==> config.mk <==
export PLATFORM = sky130hd
export DESIGN_NAME = twofish_arbiter
export DESIGN_NICKNAME = d
export VERILOG_FILES = /design/src/rtl/twofish_arbiter.sv
export SDC_FILE = /design/constraint.sdc
export NUM_CORES = 1
export LEC_CHECK = 0
export CORE_AREA = 10 10 391 393
export DETAILED_ROUTE_END_ITERATION = 16
export DIE_AREA = 0 0 401 403
export GPL_ROUTABILITY_DRIVEN = 0
export HOLD_SLACK_MARGIN = 0.03
export RECOVER_POWER = 50
export SYNTH_ARGS = -nofsm -noshare
export SYNTH_HDL_FRONTEND = slang
export SYNTH_SLANG_ARGS = --single-unit
==> constraint.sdc <==
create_clock -name clk -period 2.1 [get_ports clk]
set_clock_uncertainty 0.1 [all_clocks]
set_input_delay 0.525 -clock clk [delete_from_list [all_inputs] [get_ports clk]]
set_output_delay 0.525 -clock clk [all_outputs]
set_load 0.01 [all_outputs]
==> src/rtl/twofish_arbiter.sv <==
// twofish_arbiter: round-robin arbiter/sequencer sharing one twofish core
// between two requesters, with per-run timeout.
// Ports:
//   clk, rst           clock, synchronous active-high reset
//   req_i[1:0]         per-requester job request
//   enc_dec_i[1:0]     per-requester direction
//   key0_i/key1_i      per-requester 128-bit key
//   block0_i/block1_i  per-requester 128-bit input block
//   done_o[1:0]        one-cycle completion pulse to the granted requester
//   err_o              pulses with done_o when the run timed out
//   block_o            last completed result, held until next completion
//   busy_o             high whenever the sequencer is not idle
//   core_*_o           operands and reset driven into the twofish core
//   core_block_i       core result
//   core_end_i         core completion flag, high until core reset
module twofish_arbiter #(
    parameter int TIMEOUT_CYCLES = 1024
) (
    input  logic         clk,
    input  logic         rst,
    input  logic [1:0]   req_i,
    input  logic [1:0]   enc_dec_i,
    input  logic [127:0] key0_i,
    input  logic [127:0] key1_i,
    input  logic [127:0] block0_i,
    input  logic [127:0] block1_i,
    output logic [1:0]   done_o,
    output logic         err_o,
    output logic [127:0] block_o,
    output logic         busy_o,
    output logic         core_rst_o,
    output logic         core_enc_dec_o,
    output logic [127:0] core_key_o,
    output logic [127:0] core_block_o,
    input  logic [127:0] core_block_i,
    input  logic         core_end_i
);

    localparam int CW = $clog2(TIMEOUT_CYCLES + 1);
    localparam logic [CW-1:0] CNT_LAST = CW'(TIMEOUT_CYCLES - 1);

    typedef enum logic [1:0] {
        IDLE,
        LOAD,
        RUN,
        DONE
    } state_t;

    state_t        state;
    logic          grant;
    logic          last_grant;
    logic [CW-1:0] cnt;
    logic          pick;

    // On a tie the requester that did not win last time is chosen.
    always_comb begin
        pick = 1'b0;
        unique case (1'b1)
            (req_i == 2'b11): pick = ~last_grant;
            (req_i == 2'b10): pick = 1'b1;
            default:          pick = 1'b0;
        endcase
    end

    always_ff @(posedge clk) begin
        if (rst) begin
            state          <= IDLE;
            grant          <= 1'b0;
            last_grant     <= 1'b1;
            cnt            <= '0;
            done_o         <= '0;
            err_o          <= 1'b0;
            block_o        <= '0;
            busy_o         <= 1'b0;
            core_rst_o     <= 1'b1;
            core_enc_dec_o <= 1'b0;
            core_key_o     <= '0;
            core_block_o   <= '0;
        end else begin
            done_o <= '0;
            err_o  <= 1'b0;
            unique case (state)
                IDLE: begin
                    if (|req_i) begin
                        grant          <= pick;
                        last_grant     <= pick;
                        core_enc_dec_o <= enc_dec_i[pick];
                        core_key_o     <= pick ? key1_i : key0_i;
                        core_block_o   <= pick ? block1_i : block0_i;
                        busy_o         <= 1'b1;
                        state          <= LOAD;
                    end
                end
                LOAD: begin
                    // Core stays in reset one more cycle with stable operands.
                    cnt        <= '0;
                    core_rst_o <= 1'b0;
                    state      <= RUN;
                end
                RUN: begin
                    if (core_end_i) begin
                        block_o       <= core_block_i;
                        done_o[grant] <= 1'b1;
                        err_o         <= 1'b0;
                        core_rst_o    <= 1'b1;
                        state         <= DONE;
                    end else if (cnt == CNT_LAST) begin
                        done_o[grant] <= 1'b1;
                        err_o         <= 1'b1;
                        core_rst_o    <= 1'b1;
                        state         <= DONE;
                    end else begin
                        cnt <= cnt + 1'b1;
                    end
                end
                DONE: begin
                    busy_o <= 1'b0;
                    state  <= IDLE;
                end
                default: state <= IDLE;
            endcase
        end
    end

endmodule

======== Yosys cells after proc, flatten, opt, wreduce, memory -nomap -nowiden ========
Index checks and enable logic that the tools add are counted.
operators by class
  add/subtract/negate cells ............... 1
  order comparisons ....................... 3
  equality and inequality tests ........... 10
  multiplexer cells ....................... 22
  bitwise gates (word level) .............. 2
  reductions and logical operators ........ 13
operators with widths
  kind                                                      number
  two-way mux 128 bit                                       2
  two-way mux 11 bit                                        2
  one-hot mux 11 bit (2 select lines)                       1
  adder 11 x 1 -> 11 bit, second input constant             1
  equality test 11 x 10 -> 1 bit, second input constant     1
  two-way mux 2 bit                                         5
  AND reduction 2 bit                                       5
  equality test 2 bit, second input constant                4
  one-hot mux 2 bit (4 select lines)                        1
  two-way mux 1 bit                                         7
  inequality test 2 bit, second input constant              3
  one-hot mux 1 bit (2 select lines)                        3
  < comparator 1 x 2 -> 1 bit, second input constant        2
  nonzero test 2 bit                                        2
  OR reduction 2 bit                                        2
  inequality test 3 bit, second input constant              1
  AND reduction 3 bit                                       1
  OR reduction 3 bit                                        1
  equality test 2 x 1 -> 1 bit, second input constant       1
  zero test 2 bit                                           1
  NOT 1 bit                                                 2
  demux 1 bit (select 1 bit)                                1
  greater-or-equal comparator 1 bit, second input constant  1
  logical AND 1 bit                                         1
word-level totals
  flip-flop bits (word level) ............. 405
  bits of input ports ..................... 647
  output and inout bits ................... 390

======== Logic depth before layout (Yosys ltp) ========
Gate-level depths: netlist of run 1.
  depth after elaboration ................. 6
  depth in mapped cells ................... 7
  gate-level depth less buffers ........... 6

======== Least setup slack after synthesis of run 1 ========
OpenSTA, ideal clock, no wires.
  path type ............................... reg2reg
  start ................................... register cnt[0]
  end ..................................... register cnt[3]
  data arrival time ....................... 1.701 ns
  required time ........................... 1.938 ns
  path slack .............................. 0.236 ns
  stages on the path, launching flop included .. 7
  clock period less this slack ............ 1.864 ns
  cells stage by stage .................... dfxtp_1 ha_1 and4_1 buf_6 a31o_4 or4_1 nand3_1
between the ends
  word-level cells in the longest chain between the ends .. 4
RTL lines
  item                                 line  text
  start, declared                      52    logic [CW-1:0] cnt;
  start signal, assigned               113   cnt <= cnt + 1'b1;
  adder 11 x 1 -> 11 bit               113
  two-way mux 11 bit                   107   end else if (cnt == CNT_LAST) begin
  two-way mux 11 bit                   101   if (core_end_i) begin
  one-hot mux 11 bit (2 select lines)  82    unique case (state)
Parallel ways exist; a longest one is shown, timed or not. The select of a mux whose other input is x is not followed.
A chain may end at the register's enable or synchronous reset.

======== Worst setup path in the final report of run 1 ========
  start ................................... register core_block_o[39]
  end ..................................... output core_block_o[39]
RTL lines
  item                    line  text
  start, declared         34    output logic [127:0] core_block_o,
  start signal, assigned  89    core_block_o <= pick ? block1_i : block0_i;
No word-level cell between the ends.

==> results of run 1 <==
==> final cells by class <==
type                       instances  area (um2)
antenna                            5        12.5
clock buffer                      68        1450
clock inverter                    23         284
fill                           16200      114000
inverter                           3        11.3
multi-input combinational       1517        7440
sequential                       405        8130
tap                             1917        2400
timing repair buffer            1154       11100
==> metal layers <==
| layer | routed length [um] | vias to the layer above | global-route usage (%) |
|---|---|---|---|
| met4 | 1960 | 0 | 2.80 |
| met2 | 54500 | 872 | 22.1 |
| met1 | 42800 | 9399 | 14.7 |
| li1 | - | 9272 | - |
| met5 | 0 | - | 0 |
| met3 | 12700 | 112 | 6.04 |
==> where the power goes <==
part	total (uW)	internal, uW	switching [uW]	leakage [uW]
clock	9200	5370	3830	0.000856
combinational	13200	5550	7680	0.00828
sequential	11300	9810	1480	0.00334
total	33700	20700	13000	0.0125
==> layout by cell type, fill, tap and decap left out, types with 9 or more instances in the layout <==
master / n
clkdlybuf4s15_2: 36
nand2_1: 785
clkbuf_16: 52
clkdlybuf4s50_1: 645
buf_12: 18
clkdlybuf4s15_1: 20
dlygate4sd2_1: 320
buf_4: 81
clkbuf_8: 9
dfxtp_1: 388
a21oi_1: 133
clkbuf_1: 13
nor2_1: 265
clkbuf_2: 21
clkinv_2: 9
a311oi_1: 257
dfxtp_2: 17
==> state kept, by name, indices dropped and copies added, names as in the netlist <==
| name | cells |
|---|---|
| busy_o | 1 |
| cnt | 11 |
| core_rst_o | 1 |
| block_o | 128 |
| core_key_o | 128 |
| err_o | 1 |
| core_block_o | 128 |
| state | 2 |
| done_o | 2 |
| core_enc_dec_o | 1 |
| last_grant | 1 |
| grant | 1 |
==> stage by stage <==
stage	worst slack, ns	power [uW]	cell area, um2	hold WS [ns]	cells
floorplan	0.236	16900	16300	0.307	2117
global placement	-0.277	25900	29500	0.333	4996
detailed placement	-0.308	26100	29500	0.339	4996
CTS	0.000226	34300	30900	0.157	5087
global route	0.00443	35700	30800	0.193	5090
finish	0.0324	33700	30800	0.208	5092
==> path summary, 6_finish.rpt <==
check | from | end | slack [ns]
setup / recovery | core_block_o[39] | core_block_o[39] | 0.03
hold / removal | rst | core_block_o[80] | 0.21
setup reg to reg | state[0] | core_key_o[107] | 0.16
hold reg to reg | block_o[11] | block_o[11] | 0.35
==> cells by family after synthesis <==
kind of cell,after synthesis
and+or+nand+nor,1093
buffers and inverters,195
AOI/OAI and AO/OA,417
DFF,405
adders and majority gates,5
muxes,2
==> timing repair <==
item                       CTS  global route
hold buffers                 0             0
setup endpoints to repair  380            17
gates resized for setup    488            13
==> summary.txt, run 1 <==
GRT
  – Vias in the first global route: 19.4k
  – Total grt overflow: 0
  – GRT Overall Usage: 13.0%
  – Initial antenna violation count: 17
  – Largest net degree at the start of global routing: 84
  – First-pass GRT wire length: 153000 um

Synth
  – Post-Synth XOR/XNOR Area: 0%
  – Area contributors post-synth: dfxtp_1 (50%), nand2_1 (18%), a311oi_1 (14%)
  – Largest family of logic cells by synthesized area: simple AND/OR/NAND/NOR gates
  – Simple-gate share of the synthesized area: 25.8%
  – Yosys reg bits: 405
  – Adder-cell share of the synthesized area: 0.383%
  – Post-synthesis cell count: 2117
  – Most frequent cell after synthesis: nand2_1
  – Post-synthesis compound-gate area fraction: 19.1%
  – Ys async rst share: 0%
  – Fraction of synthesized area in multiplexers: 0.123%
  – Sequential cell area fraction in the yosys report: 49.7%
  – Main flop type after synthesis: dfxtp_1
  – Most common library cells after synthesis: nand2_1 (787), dfxtp_1 (405), nor2_1 (265), a311oi_1 (257), a21oi_1 (133)
  – Synth warn: 0
  – Net Count, Synth: 2769
  – Post-synth EDFFs: 0
  – Post-synth top area share: 49.7%
  – Synth cell types: 38
  – Leading area contributor after synthesis: dfxtp_1
  – Syn avg cell area: 7.71 um2
  – Synthesized cell area: 16300 um2

Setup path
  – Worst path depth: 1
  – WP data required: 1.47 ns
  – Kind of critical path: reg -> out
  – Slowest cell delay on critical path: 0.47 ns
  – Reg2reg path depth: 7
  – CP delay by family, top: buffers and inverters
  – Crit path max fanout: 2
  – Cells along the critical path: dlygate4sd2_1
  – Critical Path Start Type: flip-flop
  – Crit-path slowest cell: dlygate4sd2_1
  – Critical Path End Type: output port
  – Arrival @ worst endpoint: 1.44 ns
  – Crit path buf inv count: 1

Flow run
  – Max_cap viols: 0

Clock network
  – CTS tree: built
  – TritonCTS Sinks: 405
  – Later-pin clock latency in the skew report: 0.63 ns
  – Worst-path clk slew: 0.06 ns
  – Clk root buf: clkbuf_16
  – Postcts setup bufs: 0
  – CTS Buffer Depth: 3
  – H-tree Lvls: 2
  – CTS buffer count: 51

Layout
  – Layout cell share with drive strength beyond 1: 8.71%
  – Synth-to-layout area growth: 88.7%
  – Final #Nets: 3784
  – Core Util, Final: 21.2%

STA
  – Crit share post-route: 98.5%
  – Min Tclk post-route: 2.07 ns
  – Fin. max-slew vios: 0
  – Setup_tns: 0 ns
  – Slew HR: 58.4%
  – Worst Tran Pin Value: 0.624 ns
  – Final Setup Violations: 0
  – RSZ-0062 raised after global routing: no
  – Final hold violation count: 0
  – Fmax: 0.484 GHz

Detailed routing
  – WL per Instance: 22.0 um
  – Vias per std cell: 3.86
  – Drc violations: 0
  – Detail Route Antenna Nets: 0
  – Drt first-iter violations: 1493
  – WL final: 112000 um
  – Via count: 19.7k
  – Detailed Routing Iterations Pass 1: 6

Pwr
  – Pwr Density: 1100 nW/um2
  – Leak pwr: 0.0125 uW
  – Worst IR drop on VDD: 0.000641 V

Floorplanning
  – FP Rows: 140
  – Die footprint: 162000 um2
  – Die Ht: 403 um
  – Core Region: 145000 um2
  – I/O pin count: 1037
  – Die W: 401 um
  – Starting Density: 11.2%

Placed design
  – Number of port buffers: 1036
  – DPL Wire Length: 93800 um

Outcome
  – Status: completed

Worst hold path
  – Hold crit path type: in -> reg
  – Hold Crit Depth: 2
Power figures use the tool's default switching activity.
==> run 2, diff against run 1 <==
CAP_MARGIN = 5   (was not set)
==> results of run 2 <==
The final DEF is identical to that of run 1; final timing and power are the same.
==> run 3, diff against run 2 <==
ABC_AREA = 1   (was not set)
CORE_AREA = 10 10 400 402   (was 10 10 391 393)
DIE_AREA = 0 0 410 412   (was 0 0 401 403)
==> run 3 against run 2 <==
Compared with the run above: die area grew 4.5%; wire length grew 6.1%; sequential power is essentially flat; synthesized area shrank 0.97%; sequential share of layout area is essentially flat; combinational power is essentially flat; register-to-register slack lost 0.02 ns; clock-buffer cell count grew 5; synthesized cell count grew 1.4%; power grew 2.5%; critical path depth is the same; core utilization shrank 0.95 points; largest cell class unchanged.
==> summary.txt, run 3 <==
Outcome
  – Status: completed (unchanged)

Floorplanning
  – Core Region: 152000 um2 (was 145000 um2)
  – FP Rows: 143 (was 140)
  – Die footprint: 169000 um2 (was 162000 um2)
  – Starting Density: 10.7% (was 11.2%)
  – Die W: 410 um (was 401 um)
  – Die Ht: 412 um (was 403 um)
  – I/O pin count: 1037 (unchanged)

STA
  – Final hold violation count: 0 (unchanged)
  – RSZ-0062 raised after global routing: no (unchanged)
  – Fin. max-slew vios: 0 (unchanged)
  – Slew HR: 64.6% (was 58.4%)
  – Min Tclk post-route: 2.07 ns (about the same)
  – Final Setup Violations: 0 (unchanged)
  – Worst Tran Pin Value: 0.531 ns (was 0.624 ns)
  – Crit share post-route: 98.8% (was 98.5%)
  – Fmax: 0.482 GHz (was 0.484 GHz)
  – Setup_tns: 0 ns (unchanged)
  – Fin worst setup slack: 0.0261 ns (was 0.0324 ns)

Detailed routing
  – Drt first-iter violations: 1716 (was 1493)
  – Vias per std cell: 3.73 (was 3.86)
  – WL final: 119000 um (was 112000 um)
  – Detailed Routing Iterations Pass 1: 6 (unchanged)
  – Via count: 19.6k (was 19.7k)
  – WL per Instance: 22.6 um (was 22.0 um)
  – Detail Route Antenna Nets: 0 (unchanged)
  – Drc violations: 0 (unchanged)

GRT
  – Total grt overflow: 0 (unchanged)
  – First-pass GRT wire length: 156000 um (was 153000 um)
  – GRT Overall Usage: 13.0% (about the same)
  – Vias in the first global route: 18.9k (was 19.4k)
  – Initial antenna violation count: 47 (was 17)
  – Largest net degree at the start of global routing: 80 (was 84)

Worst hold path
  – Hold crit path type: reg -> reg (was in -> reg)
  – Min-delay src: grant (was rst)

Setup path
  – WP data required: 1.47 ns (about the same)
  – Crit path max fanout: 2 (unchanged)
  – Crit-path slowest cell: dlygate4sd2_1 (unchanged)
  – CP delay by family, top: buffers and inverters (unchanged)
  – R2r startpoint: state[0] (unchanged)
  – Slowest cell delay on critical path: 0.48 ns (was 0.47 ns)
  – Arrival @ worst endpoint: 1.45 ns (was 1.44 ns)
  – Cells along the critical path: dlygate4sd2_1 (unchanged)
  – Critical Path Start Type: flip-flop (unchanged)
  – Crit path buf inv count: 1 (unchanged)
  – Worst setup startpoint: core_block_o[18] (was core_block_o[39])
  – Critical Path End Type: output port (unchanged)
  – Kind of critical path: reg -> out (unchanged)

Placed design
  – DPL Wire Length: 99200 um (was 93800 um)
  – Number of port buffers: 1036 (unchanged)
  – Post-place setup slack: -0.442 ns (was -0.308 ns)

Synth
  – Leading area contributor after synthesis: dfxtp_1 (unchanged)
  – Most frequent cell after synthesis: nand2_1 (unchanged)
  – Ys async rst share: 0% (unchanged)
  – Adder-cell share of the synthesized area: 0.387% (was 0.383%)
  – Fraction of synthesized area in multiplexers: 0% (was 0.123%)
  – Yosys reg bits: 405 (unchanged)
  – Area contributors post-synth: dfxtp_1 (50%), nand2_1 (13%), o21ai_0 (11%) (was dfxtp_1 (50%), nand2_1 (18%), a311oi_1 (14%))
  – Net Count, Synth: 2798 (was 2769)
  – Post-synthesis compound-gate area fraction: 22.5% (was 19.1%)
  – Main flop type after synthesis: dfxtp_1 (unchanged)
  – Syn avg cell area: 7.53 um2 (was 7.71 um2)
  – Most common library cells after synthesis: nand2_1 (563), dfxtp_1 (405), o21ai_0 (367), nor2_1 (270), a31oi_1 (257) (was nand2_1 (787), dfxtp_1 (405), nor2_1 (265), a311oi_1 (257), a21oi_1 (133))
  – Post-synth EDFFs: 0 (unchanged)
  – Sequential cell area fraction in the yosys report: 50.2% (was 49.7%)
  – Post-synthesis cell count: 2146 (was 2117)
  – Post-synth top area share: 50.2% (was 49.7%)
  – Post-Synth XOR/XNOR Area: 0.0542% (was 0%)
  – Simple-gate share of the synthesized area: 20.4% (was 25.8%)
  – Synth cell types: 27 (was 38)
  – Largest family of logic cells by synthesized area: compound AO/OA/AOI/OAI gates (was simple AND/OR/NAND/NOR gates)
  – Synth warn: 0 (unchanged)
  – Synthesized cell area: 16200 um2 (was 16300 um2)

Clock network
  – H-tree Lvls: 2 (unchanged)
  – CTS buffer count: 52 (was 51)
  – Later-pin clock latency in the skew report: 0.64 ns (was 0.63 ns)
  – Clk root buf: clkbuf_16 (unchanged)
  – TritonCTS Sinks: 405 (unchanged)
  – Postcts setup bufs: 0 (unchanged)
  – Cts repair resizes: 483 (was 488)
  – CTS tree: built (unchanged)
  – Worst-path clk slew: 0.06 ns (about the same)
  – CTS Buffer Depth: 3 (unchanged)
  – Hold Buf Count CTS: 0 (unchanged)

Flow run
  – Max_cap viols: 0 (unchanged)

Layout
  – Commonest non-fill, non-tap cell in the layout: clkdlybuf4s50_1 (was nand2_1)
  – Layout cell share with drive strength beyond 1: 8.35% (was 8.71%)
  – Final #Nets: 3816 (was 3784)
  – Top flop regs: block_o: 128 flops, core_block_o: 128 flops, core_key_o: 128 flops (unchanged)
  – Most frequent cells in the layout: clkdlybuf4s50_1 (646), nand2_1 (563), dfxtp_1 (393), o21ai_0 (376), dlygate4sd2_1 (318) (was nand2_1 (785), clkdlybuf4s50_1 (645), dfxtp_1 (388), dlygate4sd2_1 (320), nor2_1 (265))
  – Synth-to-layout area growth: 90.2% (was 88.7%)

Pwr
  – Leak pwr: 0.0127 uW (was 0.0125 uW)
  – Worst IR drop on VDD: 0.000553 V (was 0.000641 V)
  – Pwr Density: 1120 nW/um2 (was 1100 nW/um2)
run 3: layout make-up:
class / count / area [um2]
fillers: 17000 / 121000
well taps: 2030 / 2540
clock inverters: 25 / 375
clock buffers: 73 / 1480
flip-flops and latches: 405 / 8120
repair buffers: 1151 / 11100
multi-input cells: 1528 / 7000
inverters: 26 / 115
diodes: 11 / 27.5
run 3: cell families (layout without fill, tap and decap cells):
family          count (synthesis)  in the layout
simple gates                  864            864
compound gates                658            658
flops                         405            405
buf+inv                       213           1275
fa+ha+maj                       5              5
xor+xnor                        1              1
other cells                     0             11
run 3: final timing paths:
path | endpoint | cells after the start | slack [ns]
max reg2reg | block_o[8] | 7 | 0.14
min reg2reg | done_o[0] | 1 | 0.34
min | done_o[0] | 1 | 0.34
max | core_block_o[18] | 1 | 0.03
run 3: through the flow:
| step | total power, uW | hold slack (ns) | utilization [%] | cell area, um2 | std cells |
|---|---|---|---|---|---|
| after detailed placement | 26800 | 0.339 | 19.4 | 29400 | 5140 |
| after CTS | 35400 | 0.281 | 20.4 | 30900 | 5238 |
| after global routing | 36600 | 0.310 | 20.3 | 30700 | 5244 |
| after global placement | 26700 | 0.328 | 19.4 | 29400 | 5140 |
| final | 34600 | 0.337 | 20.3 | 30700 | 5249 |
| after floorplan | 17000 | 0.312 | - | 16200 | 2146 |
run 3: layer usage:
| layer | GRT usage [%] | vias up | routed length (um) |
|---|---|---|---|
| met3 | 5.78 | 139 | 13900 |
| met1 | 14.7 | 9249 | 44300 |
| met5 | 0 | - | 48 |
| li1 | - | 9316 | - |
| met4 | 2.67 | 8 | 2070 |
| met2 | 22.6 | 892 | 58500 |
run 3: power by group:
| part | switching (uW) | internal, uW |
|---|---|---|
| combinational | 7910 | 5430 |
| clock | 3920 | 5820 |
| sequential | 1470 | 10000 |
